[config.mk]
export PLATFORM = sky130hd
export DESIGN_NAME = tx_module
export DESIGN_NICKNAME = d
export VERILOG_FILES = /design/src/rtl/tx_module.sv
export SDC_FILE = /design/constraint.sdc
export NUM_CORES = 1
export LEC_CHECK = 0
export BUFFER_PORTS_ARGS = -buffer_cell sky130_fd_sc_hd__clkbuf_2
export CAP_MARGIN = 20
export CORE_MARGIN = 4
export CORE_UTILIZATION = 57
export CTS_BUF_LIST = sky130_fd_sc_hd__clkbuf_4 sky130_fd_sc_hd__clkbuf_8 sky130_fd_sc_hd__clkbuf_16
export DETAILED_ROUTE_END_ITERATION = 10
export GPL_TIMING_DRIVEN = 1
export PLACE_DENSITY = 0.87
export SKIP_LAST_GASP = 1
export SLEW_MARGIN = 20
export SYNTH_ARGS = -nofsm -noshare
export SYNTH_HDL_FRONTEND = slang
export SYNTH_SLANG_ARGS = --single-unit
[constraint.sdc]
create_clock -name clk_i -period 2.11 [get_ports clk_i]
set_input_delay 0.211 -clock clk_i [delete_from_list [all_inputs] [get_ports clk_i]]
set_output_delay 0.211 -clock clk_i [all_outputs]
set_load 0.01 [all_outputs]
[src/rtl/tx_module.sv]
// UART transmit engine: serialises one 5..8 data-bit frame with optional even parity and 1..4 stop bits.
// Optional line-break support is compiled in when TX_BREAK_EN is defined.
module tx_module #(
    parameter int MAX_DATA_WIDTH       = 8,
    parameter int DATA_COUNTER_WIDTH   = 3,
    parameter int STOP_CONF_WIDTH      = 2,
    parameter int DATA_CONF_WIDTH      = 2,
    parameter int SAMPLE_COUNTER_WIDTH = 4
) (
    input  logic                      clk_i,
    input  logic                      rst_i,
    input  logic                      baud_en_i,
    input  logic                      tx_en_i,
    input  logic                      tx_start_i,
    input  logic [MAX_DATA_WIDTH-1:0] tx_data_i,
    input  logic [DATA_CONF_WIDTH+STOP_CONF_WIDTH:0] tx_conf_i,
`ifdef TX_BREAK_EN
    input  logic                      tx_break_i,
`endif
    output logic                      uart_tx_o,
    output logic                      busy_o,
    output logic                      tx_done_o
);

    localparam int CONF_W = DATA_CONF_WIDTH + STOP_CONF_WIDTH + 1;
    localparam logic [SAMPLE_COUNTER_WIDTH-1:0] TICK_ONE = {{(SAMPLE_COUNTER_WIDTH-1){1'b0}}, 1'b1};
    localparam logic [DATA_COUNTER_WIDTH-1:0]   BIT_ONE  = {{(DATA_COUNTER_WIDTH-1){1'b0}}, 1'b1};
    localparam logic [STOP_CONF_WIDTH-1:0]      STOP_ONE = {{(STOP_CONF_WIDTH-1){1'b0}}, 1'b1};

    typedef enum logic [3:0] {
        ST_RESET  = 4'd0,
        ST_IDLE   = 4'd1,
        ST_START  = 4'd2,
        ST_DATA   = 4'd3,
        ST_PARITY = 4'd4,
        ST_STOP   = 4'd5,
        ST_DONE   = 4'd6,
        ST_BREAK  = 4'd7,
        ST_GUARD  = 4'd8
    } state_t;

    state_t                            state_q, state_d;
    logic [SAMPLE_COUNTER_WIDTH-1:0]   tick_q, tick_d;
    logic [DATA_COUNTER_WIDTH-1:0]     bit_q, bit_d;
    logic [STOP_CONF_WIDTH-1:0]        stop_q, stop_d;
    logic [MAX_DATA_WIDTH-1:0]         data_q, data_d;
    logic [CONF_W-1:0]                 conf_q, conf_d;
    logic                              tx_q, tx_d;
    logic                              busy_q, busy_d;
    logic                              done_q, done_d;

    logic                              bit_end_s;
    logic                              break_s;
    logic [DATA_COUNTER_WIDTH-1:0]     last_idx_s;
    logic [DATA_COUNTER_WIDTH-1:0]     next_bit_s;

    // Even parity over the data bits that are actually transmitted.
    function automatic logic parity_of(input logic [MAX_DATA_WIDTH-1:0] data,
                                       input logic [DATA_COUNTER_WIDTH-1:0] last_idx);
        logic p;
        p = 1'b0;
        for (int i = 0; i < MAX_DATA_WIDTH; i++) begin
            p = p ^ (data[i] & (DATA_COUNTER_WIDTH'(i) <= last_idx));
        end
        return p;
    endfunction

`ifdef TX_BREAK_EN
    assign break_s = tx_break_i;
`else
    assign break_s = 1'b0;
`endif

    assign bit_end_s  = baud_en_i && (tick_q == {SAMPLE_COUNTER_WIDTH{1'b1}});
    assign last_idx_s = DATA_COUNTER_WIDTH'(3'd4) + DATA_COUNTER_WIDTH'(conf_q[CONF_W-1 -: DATA_CONF_WIDTH]);
    assign next_bit_s = bit_q + BIT_ONE;

    // Next-state and output logic for the frame sequencer.
    always_comb begin
        state_d = state_q;
        tick_d  = tick_q;
        bit_d   = bit_q;
        stop_d  = stop_q;
        data_d  = data_q;
        conf_d  = conf_q;
        tx_d    = tx_q;
        busy_d  = busy_q;
        done_d  = 1'b0;
        case (state_q)
            ST_RESET: begin
                if (break_s) begin
                    state_d = ST_BREAK;
                    tx_d    = 1'b0;
                    busy_d  = 1'b1;
                end else if (baud_en_i && tx_en_i) begin
                    state_d = ST_IDLE;
                end else begin
                    state_d = ST_RESET;
                end
            end
            ST_IDLE: begin
                if (break_s) begin
                    state_d = ST_BREAK;
                    tx_d    = 1'b0;
                    busy_d  = 1'b1;
                end else if (tx_start_i && tx_en_i) begin
                    // Acceptance is not paced by the baud tick: start bit begins now.
                    data_d  = tx_data_i;
                    conf_d  = tx_conf_i;
                    busy_d  = 1'b1;
                    tx_d    = 1'b0;
                    tick_d  = {SAMPLE_COUNTER_WIDTH{1'b0}};
                    state_d = ST_START;
                end else if (baud_en_i && !tx_en_i) begin
                    state_d = ST_RESET;
                end else begin
                    state_d = ST_IDLE;
                end
            end
            ST_START: begin
                if (baud_en_i) begin
                    tick_d = tick_q + TICK_ONE;
                end else begin
                    tick_d = tick_q;
                end
                if (bit_end_s) begin
                    state_d = ST_DATA;
                    bit_d   = {DATA_COUNTER_WIDTH{1'b0}};
                    tx_d    = data_q[0];
                end else begin
                    state_d = ST_START;
                end
            end
            ST_DATA: begin
                if (baud_en_i) begin
                    tick_d = tick_q + TICK_ONE;
                end else begin
                    tick_d = tick_q;
                end
                if (bit_end_s && (bit_q == last_idx_s)) begin
                    if (conf_q[0]) begin
                        state_d = ST_PARITY;
                        tx_d    = parity_of(data_q, last_idx_s);
                    end else begin
                        state_d = ST_STOP;
                        tx_d    = 1'b1;
                        stop_d  = {STOP_CONF_WIDTH{1'b0}};
                    end
                end else if (bit_end_s) begin
                    bit_d = next_bit_s;
                    tx_d  = data_q[next_bit_s];
                end else begin
                    state_d = ST_DATA;
                end
            end
            ST_PARITY: begin
                if (baud_en_i) begin
                    tick_d = tick_q + TICK_ONE;
                end else begin
                    tick_d = tick_q;
                end
                if (bit_end_s) begin
                    state_d = ST_STOP;
                    tx_d    = 1'b1;
                    stop_d  = {STOP_CONF_WIDTH{1'b0}};
                end else begin
                    state_d = ST_PARITY;
                end
            end
            ST_STOP: begin
                if (baud_en_i) begin
                    tick_d = tick_q + TICK_ONE;
                end else begin
                    tick_d = tick_q;
                end
                if (bit_end_s && (stop_q == conf_q[STOP_CONF_WIDTH:1])) begin
                    state_d = ST_DONE;
                    tx_d    = 1'b1;
                    busy_d  = 1'b0;
                    done_d  = 1'b1;
                end else if (bit_end_s) begin
                    stop_d = stop_q + STOP_ONE;
                end else begin
                    state_d = ST_STOP;
                end
            end
            ST_DONE: begin
                bit_d  = {DATA_COUNTER_WIDTH{1'b0}};
                stop_d = {STOP_CONF_WIDTH{1'b0}};
                if (baud_en_i) begin
                    state_d = tx_en_i ? ST_IDLE : ST_RESET;
                end else begin
                    state_d = ST_DONE;
                end
            end
`ifdef TX_BREAK_EN
            ST_BREAK: begin
                if (!break_s) begin
                    state_d = ST_GUARD;
                    tx_d    = 1'b1;
                    tick_d  = {SAMPLE_COUNTER_WIDTH{1'b0}};
                end else begin
                    tx_d    = 1'b0;
                    busy_d  = 1'b1;
                end
            end
            ST_GUARD: begin
                // Line is held idle-high for one full bit time after a break.
                if (baud_en_i) begin
                    tick_d = tick_q + TICK_ONE;
                end else begin
                    tick_d = tick_q;
                end
                if (bit_end_s) begin
                    state_d = tx_en_i ? ST_IDLE : ST_RESET;
                    busy_d  = 1'b0;
                end else begin
                    state_d = ST_GUARD;
                end
            end
`endif
            default: begin
                state_d = ST_RESET;
                tick_d  = {SAMPLE_COUNTER_WIDTH{1'b0}};
                bit_d   = {DATA_COUNTER_WIDTH{1'b0}};
                stop_d  = {STOP_CONF_WIDTH{1'b0}};
                tx_d    = 1'b1;
                busy_d  = 1'b0;
            end
        endcase
    end

    // State and output registers with synchronous reset.
    always_ff @(posedge clk_i) begin
        if (rst_i) begin
            state_q <= ST_RESET;
            tick_q  <= {SAMPLE_COUNTER_WIDTH{1'b0}};
            bit_q   <= {DATA_COUNTER_WIDTH{1'b0}};
            stop_q  <= {STOP_CONF_WIDTH{1'b0}};
            data_q  <= {MAX_DATA_WIDTH{1'b0}};
            conf_q  <= {CONF_W{1'b0}};
            tx_q    <= 1'b1;
            busy_q  <= 1'b0;
            done_q  <= 1'b0;
        end else begin
            state_q <= state_d;
            tick_q  <= tick_d;
            bit_q   <= bit_d;
            stop_q  <= stop_d;
            data_q  <= data_d;
            conf_q  <= conf_d;
            tx_q    <= tx_d;
            busy_q  <= busy_d;
            done_q  <= done_d;
        end
    end

    assign uart_tx_o = tx_q;
    assign busy_o    = busy_q;
    assign tx_done_o = done_q;

endmodule
Yosys cells after proc, flatten, opt, wreduce, memory -nomap -nowiden
Cells that the tools add are included.
{"block": "op_classes", "addsub": 4, "n_mul": 0, "div": 0, "magnitude_cmp": 9, "n_eq_ne": 23, "shifts": 0, "muxes": 40, "bitwise_logic": 20, "reduce_logical": 21}
{"op": "$pmux 4 s7", "n": 1}
{"op": "$mux 4", "n": 6}
{"op": "$ne 2x2->1 const B", "n": 10}
{"op": "$mux 1", "n": 17}
{"op": "$eq 4x3->1 const B", "n": 3}
{"op": "$le 3x3->1 const A", "n": 4}
{"op": "$mux 2", "n": 6}
{"op": "$mux 3", "n": 4}
{"op": "$pmux 4 s3", "n": 1}
{"op": "$reduce_and 6->1", "n": 2}
{"op": "$ne 3x3->1 const B", "n": 3}
{"op": "$pmux 3 s3", "n": 1}
{"op": "$and 1x1->1", "n": 8}
{"op": "$eq 4x2->1 const B", "n": 2}
{"op": "$pmux 2 s4", "n": 1}
{"op": "$reduce_or 4->1", "n": 2}
{"op": "$xor 1x1->1", "n": 7}
{"op": "$le 1x3->1 const A", "n": 2}
{"op": "$le 2x3->1 const A", "n": 2}
{"op": "$logic_and 1x1->1", "n": 6}
{"op": "$pmux 1 s6", "n": 1}
{"op": "$reduce_and 3->1", "n": 2}
{"op": "$not 1->1", "n": 5}
{"op": "$reduce_or 5->1", "n": 1}
{"op": "other kinds (18)", "n": 20}
{"block": "totals", "ff_bits": 29, "latch_bits": 0, "mem_bits_rw": 0, "mem_bits_ro": 0, "inputBits": 18, "output_inout_bits": 3, "elab_cells": 126, "memories": 0}

Longest topological paths before layout
{"block": "logic_depth", "ltp_word": 13, "depth_mapped": 8, "ltp_nobuf": 7}

Least setup slack after synthesis
No wires, ideal clock.
{"block": "synth_path", "path_kind": "register to register", "from": "register bit_q[0]", "to": "register tx_q (netlist: uart_tx_o)", "setup_ps": 131, "arrival_ps": 1772, "t_required_ps": 1979, "path_slack_ps": 207, "path_stages_with_launch": 7, "path_buffers": 0, "period_less_slack_ps": 1903, "path_cell_list": "dfxtp_1 > ha_1 > mux4_1 > mux2_2 > a21o_1 > o211ai_2 > a31oi_1"}
{"block": "synth_between", "elab_chain_len": 6, "word_cells_on_any_way": 10, "classes_between": "add/sub (1); eq/ne (2); mux (5); reduce/logical (2)"}
{"item": "from (decl)", "line": "44", "text": "logic [DATA_COUNTER_WIDTH-1:0] bit_q, bit_d;"}
{"item": "from (signal assigned)", "line": "238", "text": "bit_q <= {DATA_COUNTER_WIDTH{1'b0}};"}
{"item": "from (signal assigned)", "line": "248", "text": "bit_q <= bit_d;"}
{"item": "$add 3x1->3", "line": "76", "text": "assign next_bit_s = bit_q + BIT_ONE;"}
{"item": "$bmux 1 s3", "line": "151", "text": "tx_d = data_q[next_bit_s];"}
{"item": "$mux 1 (not written as such)", "line": "151"}
{"item": "$mux 1", "line": "149", "text": "end else if (bit_end_s) begin"}
{"item": "$mux 1", "line": "140", "text": "if (bit_end_s && (bit_q == last_idx_s)) begin"}
{"item": "$pmux 1 s6", "line": "89", "text": "case (state_q)"}
{"item": "to (signal assigned)", "line": "252", "text": "tx_q <= tx_d;"}
{"item": "to (decl)", "line": "48", "text": "logic tx_q, tx_d;"}
Several ways; a longest one is shown, not always the timed one. The select of a mux whose other input is x is not followed.
A chain may end at the register's enable or synchronous reset.

Worst setup path in the final report
Ends and elaborated chain as after synthesis.

==> results_tabular.tex <==
\begin{tabular}{lr}
\hline
Metric & Value \\
\hline
\multicolumn{2}{l}{\textbf{Floorplanning}} \\
Die width & 62.0 um \\
Area of the placeable core & 2780 um2 \\
Die outline area & 3840 um2 \\
Number of cell rows & 19 \\
Die span in y & 62.0 um \\
Total I/O pin count & 21 \\
Initial cell density of the core & 59.7\% \\
\multicolumn{2}{l}{\textbf{Global route}} \\
Number of global-route vias before repair & 1328 \\
Wire length of the first global-routing pass & 5.89 mm \\
Total grt overflow & 0 \\
Overall fraction of global-route tracks in use & 20.4\% \\
Maximum number of pins on one net before global-route repair & 28 \\
Antenna violations before repair & 0 \\
\multicolumn{2}{l}{\textbf{Timing}} \\
Summed negative setup slack over all endpoints & 0 ps \\
Final cycle utilization of the critical path & 95.8\% \\
Relative slew margins & 68.5\% \\
Maximum frequency from static timing analysis & 0.495 GHz \\
Setup repair after global routing missed its margin & false \\
Count of final hold-check violations & 0 \\
Count of final setup violators & 0 \\
Post-layout min period & 2020 ps \\
Worst slew pin tran & 473 ps \\
WHS & 101 ps \\
Max-slew violation count & 0 \\
Final clock skew & 5.33 ps \\
\multicolumn{2}{l}{\textbf{Power}} \\
Leakage Power & 0.000701 uW \\
P\_int & 712 uW \\
Share of total power consumed by net switching & 25.6\% \\
Part of the power in registers & 58.2\% \\
Power share of the clock group & 27.4\% \\
Maximum vdd ir drop & 0.491 mV \\
Net switching power & 245 uW \\
Pwr per Cell Area & 533 nW/um2 \\
Combinational group share of total power & 14.4\% \\
Design Power & 957 uW \\
\multicolumn{2}{l}{\textbf{Layout}} \\
Total number of nets in the final design & 226 \\
P\&R area growth vs syn & 8.13\% \\
Number of diodes added for antenna fixing & 0 \\
Layout Utilization & 64.6\% \\
Share of final-layout standard cells stronger than drive strength 1 & 16.3\% \\
\multicolumn{2}{l}{\textbf{Detailed routing}} \\
Detailed-routing iteration count for the pre-antenna-repair pass & 4 \\
Post-DR wirelength/cell & 14.9 um \\
Initial drt markers & 69 \\
Number of vias in the routed layout & 1384 \\
Wire length reported by the detailed router & 3.48 mm \\
DRT antenna net count & 0 \\
Vias per Instance & 5.94 \\
Total DRC errors in the routed layout & 0 \\
\multicolumn{2}{l}{\textbf{Logic synthesis}} \\
Post-synth cell types & 47 \\
Post-synth top flop & sky130\_fd\_sc\_hd\_\_dfxtp\_1 \\
Nets in the synthesized netlist & 209 \\
Avg Cell Area, Syn & 8.93 um2 \\
Cell count after synthesis & 186 \\
Netlist area before placement & 1660 um2 \\
Fraction of the yosys area taken by sequential cells & 33.7\% \\
Ys async rst share & 0\% \\
Number of enable flip-flop cells after synthesis & 0 \\
Number of flip-flops and latches in the synthesized netlist & 28 \\
Synth warn & 0 \\
\multicolumn{2}{l}{\textbf{Critical path}} \\
Critical Path Start Type & register \\
Maximum fanout encountered on the critical timing path & 5 \\
Critical Setup Path Class & reg -> reg \\
Critical path's largest stage delay & 550 ps \\
Critical Path, Cell by Cell & ha\_1 -> mux4\_1 -> mux2\_2 -> a21o\_1 -> o211ai\_2 -> a31oi\_1 \\
Cell with the largest stage delay on the worst path & sky130\_fd\_sc\_hd\_\_mux4\_1 \\
Critical Path End Type & register \\
Worst path arrival time & 2240 ps \\
Worst Path Required & 2330 ps \\
\multicolumn{2}{l}{\textbf{CTS}} \\
Skew-Pair Late Insertion Delay & 330 ps \\
Clock tree from TritonCTS & done \\
Clock sink total & 28 \\
Root buffer cell & sky130\_fd\_sc\_hd\_\_clkbuf\_4 \\
Post-CTS Hold Fix Bufs & 0 \\
Number of H-tree branching levels & 1 \\
Post\_cts resized & 0 \\
Clock slew at the register clock pins of the worst setup and hold paths & 150 ps \\
Post-CTS setup-driven buffer insertion count & 0 \\
Number of buffers created by CTS & 3 \\
Maximum number of buffers from clock root to sink & 2 \\
\multicolumn{2}{l}{\textbf{Job}} \\
Number of violations of the max-capacitance limit & 0 \\
\multicolumn{2}{l}{\textbf{Worst hold path}} \\
Class of the tightest hold or removal check & in -> reg \\
\multicolumn{2}{l}{\textbf{Place}} \\
HPWL Detailed & 2.55 mm \\
Port-buffer cells & 20 \\
Gpl congestion & 0.908 \\
\multicolumn{2}{l}{\textbf{Outcome}} \\
Outcome & completed \\
\hline
\end{tabular}
[sequential cells by signal (all words and copies together) (netlist names)]
| signal | cells |
|---|---|
| busy_o | 1 |
| tx_done_o | 1 |
| data_q | 8 |
| uart_tx_o | 1 |
| stop_q | 2 |
| bit_q | 3 |
| tick_q | 4 |
| conf_q | 5 |
| state_q | 3 |
[power by group through the flow]
stage / Clock, uW / Combinational, uW / Sequential [uW]
global placement: 0 / 135 / 567
CTS: 274 / 137 / 557
global route: 289 / 155 / 559
detailed placement: 0 / 137 / 568
finish: 262 / 138 / 557
floorplan: 0 / 104 / 562
[final timing paths]
check               to    startpoint  slack (ps)  depth (start not counted)
max reg2reg  uart_tx_o      bit_q[0]          90                          6
max          uart_tx_o      bit_q[0]          90                          6
min          data_q[7]  tx_data_i[7]         100                          3
min reg2reg  tick_q[0]     tick_q[0]         510                          2
[metrics by stage]
stage | setup WS [ps] | instances | area [um2]
6_report | 89.0 | 233 | 1800
5_1_grt | 3.31 | 233 | 1800
4_1_cts | 92.0 | 233 | 1800
3_5_place_dp | 112 | 229 | 1760
3_3_place_gp | 174 | 229 | 1760
2_1_floorplan | 207 | 186 | 1660
[routing by layer]
| metal | routed length, um | GRT usage, % | vias up | part of all wire [%] |
|---|---|---|---|---|
| met5 | 0 | 0 | - | 0 |
| li1 | - | - | 699 | - |
| met3 | 218 | 2.48 | 2 | 6.3 |
| met1 | 1600 | 28.0 | 630 | 46 |
| met4 | 16 | 7.88 | 0 | 0.46 |
| met2 | 1650 | 32.4 | 53 | 47 |
[Yosys cell counts, types with 3 or more instances]
cell	count	area, um2
sky130_fd_sc_hd__buf_2	5	25.0
sky130_fd_sc_hd__nand2b_1	4	25.0
sky130_fd_sc_hd__dfxtp_1	28	561
sky130_fd_sc_hd__o21ai_0	7	35.0
sky130_fd_sc_hd__inv_1	5	18.8
sky130_fd_sc_hd__mux2i_1	15	150
sky130_fd_sc_hd__nand3_1	4	20.0
sky130_fd_sc_hd__nor2_1	24	90.1
sky130_fd_sc_hd__a21oi_1	16	80.1
sky130_fd_sc_hd__clkbuf_1	4	15.0
sky130_fd_sc_hd__nor3_1	7	35.0
sky130_fd_sc_hd__xnor2_1	8	70.1
sky130_fd_sc_hd__xor2_1	3	26.3
sky130_fd_sc_hd__and3b_1	3	26.3
sky130_fd_sc_hd__nand2_1	5	18.8
sky130_fd_sc_hd__ha_1	5	62.6
sky130_fd_sc_hd__a21o_1	3	22.5
[placed cells by master, fill, tap and decap left out, types with 4 or more instances in the layout]
cell,count
sky130_fd_sc_hd__o21ai_0,7
sky130_fd_sc_hd__nor3_1,7
sky130_fd_sc_hd__a21oi_1,16
sky130_fd_sc_hd__nand3_1,4
sky130_fd_sc_hd__ha_1,5
sky130_fd_sc_hd__nand2b_1,4
sky130_fd_sc_hd__mux2i_1,15
sky130_fd_sc_hd__inv_1,5
sky130_fd_sc_hd__nand2_1,5
sky130_fd_sc_hd__nor2_1,24
sky130_fd_sc_hd__xnor2_1,8
sky130_fd_sc_hd__dfxtp_1,28
sky130_fd_sc_hd__clkbuf_2,20
[worst max-delay path: cells and delay by family, from the launching register on]
kind / cells / cell delay, ps
flip-flops: 1 / 400
adder cells (fa/ha/maj): 1 / 370
AO/OA/AOI/OAI: 3 / 310
multiplexers: 2 / 820
[final cells by class]
type | count | area, um2
clock buffers | 4 | 36.3
fillers | 236 | 985
inverters | 5 | 18.8
multi-input cells | 142 | 1020
flip-flops and latches | 28 | 561
well taps | 31 | 38.8
repair buffers | 23 | 123
[cells by family (layout without fill, tap and decap cells)]
family | count (synthesis) | after routing | synth area share [%]
compound gates | 44 | 44 | 17.5
xor+xnor | 12 | 12 | 7.15
fa+ha+maj | 5 | 5 | 3.77
buf+inv | 16 | 32 | 4.89
flops | 28 | 28 | 33.7
mux | 18 | 18 | 12.7
simple gates | 63 | 63 | 20.3
Note: power is estimated with default switching activity, not from simulation.
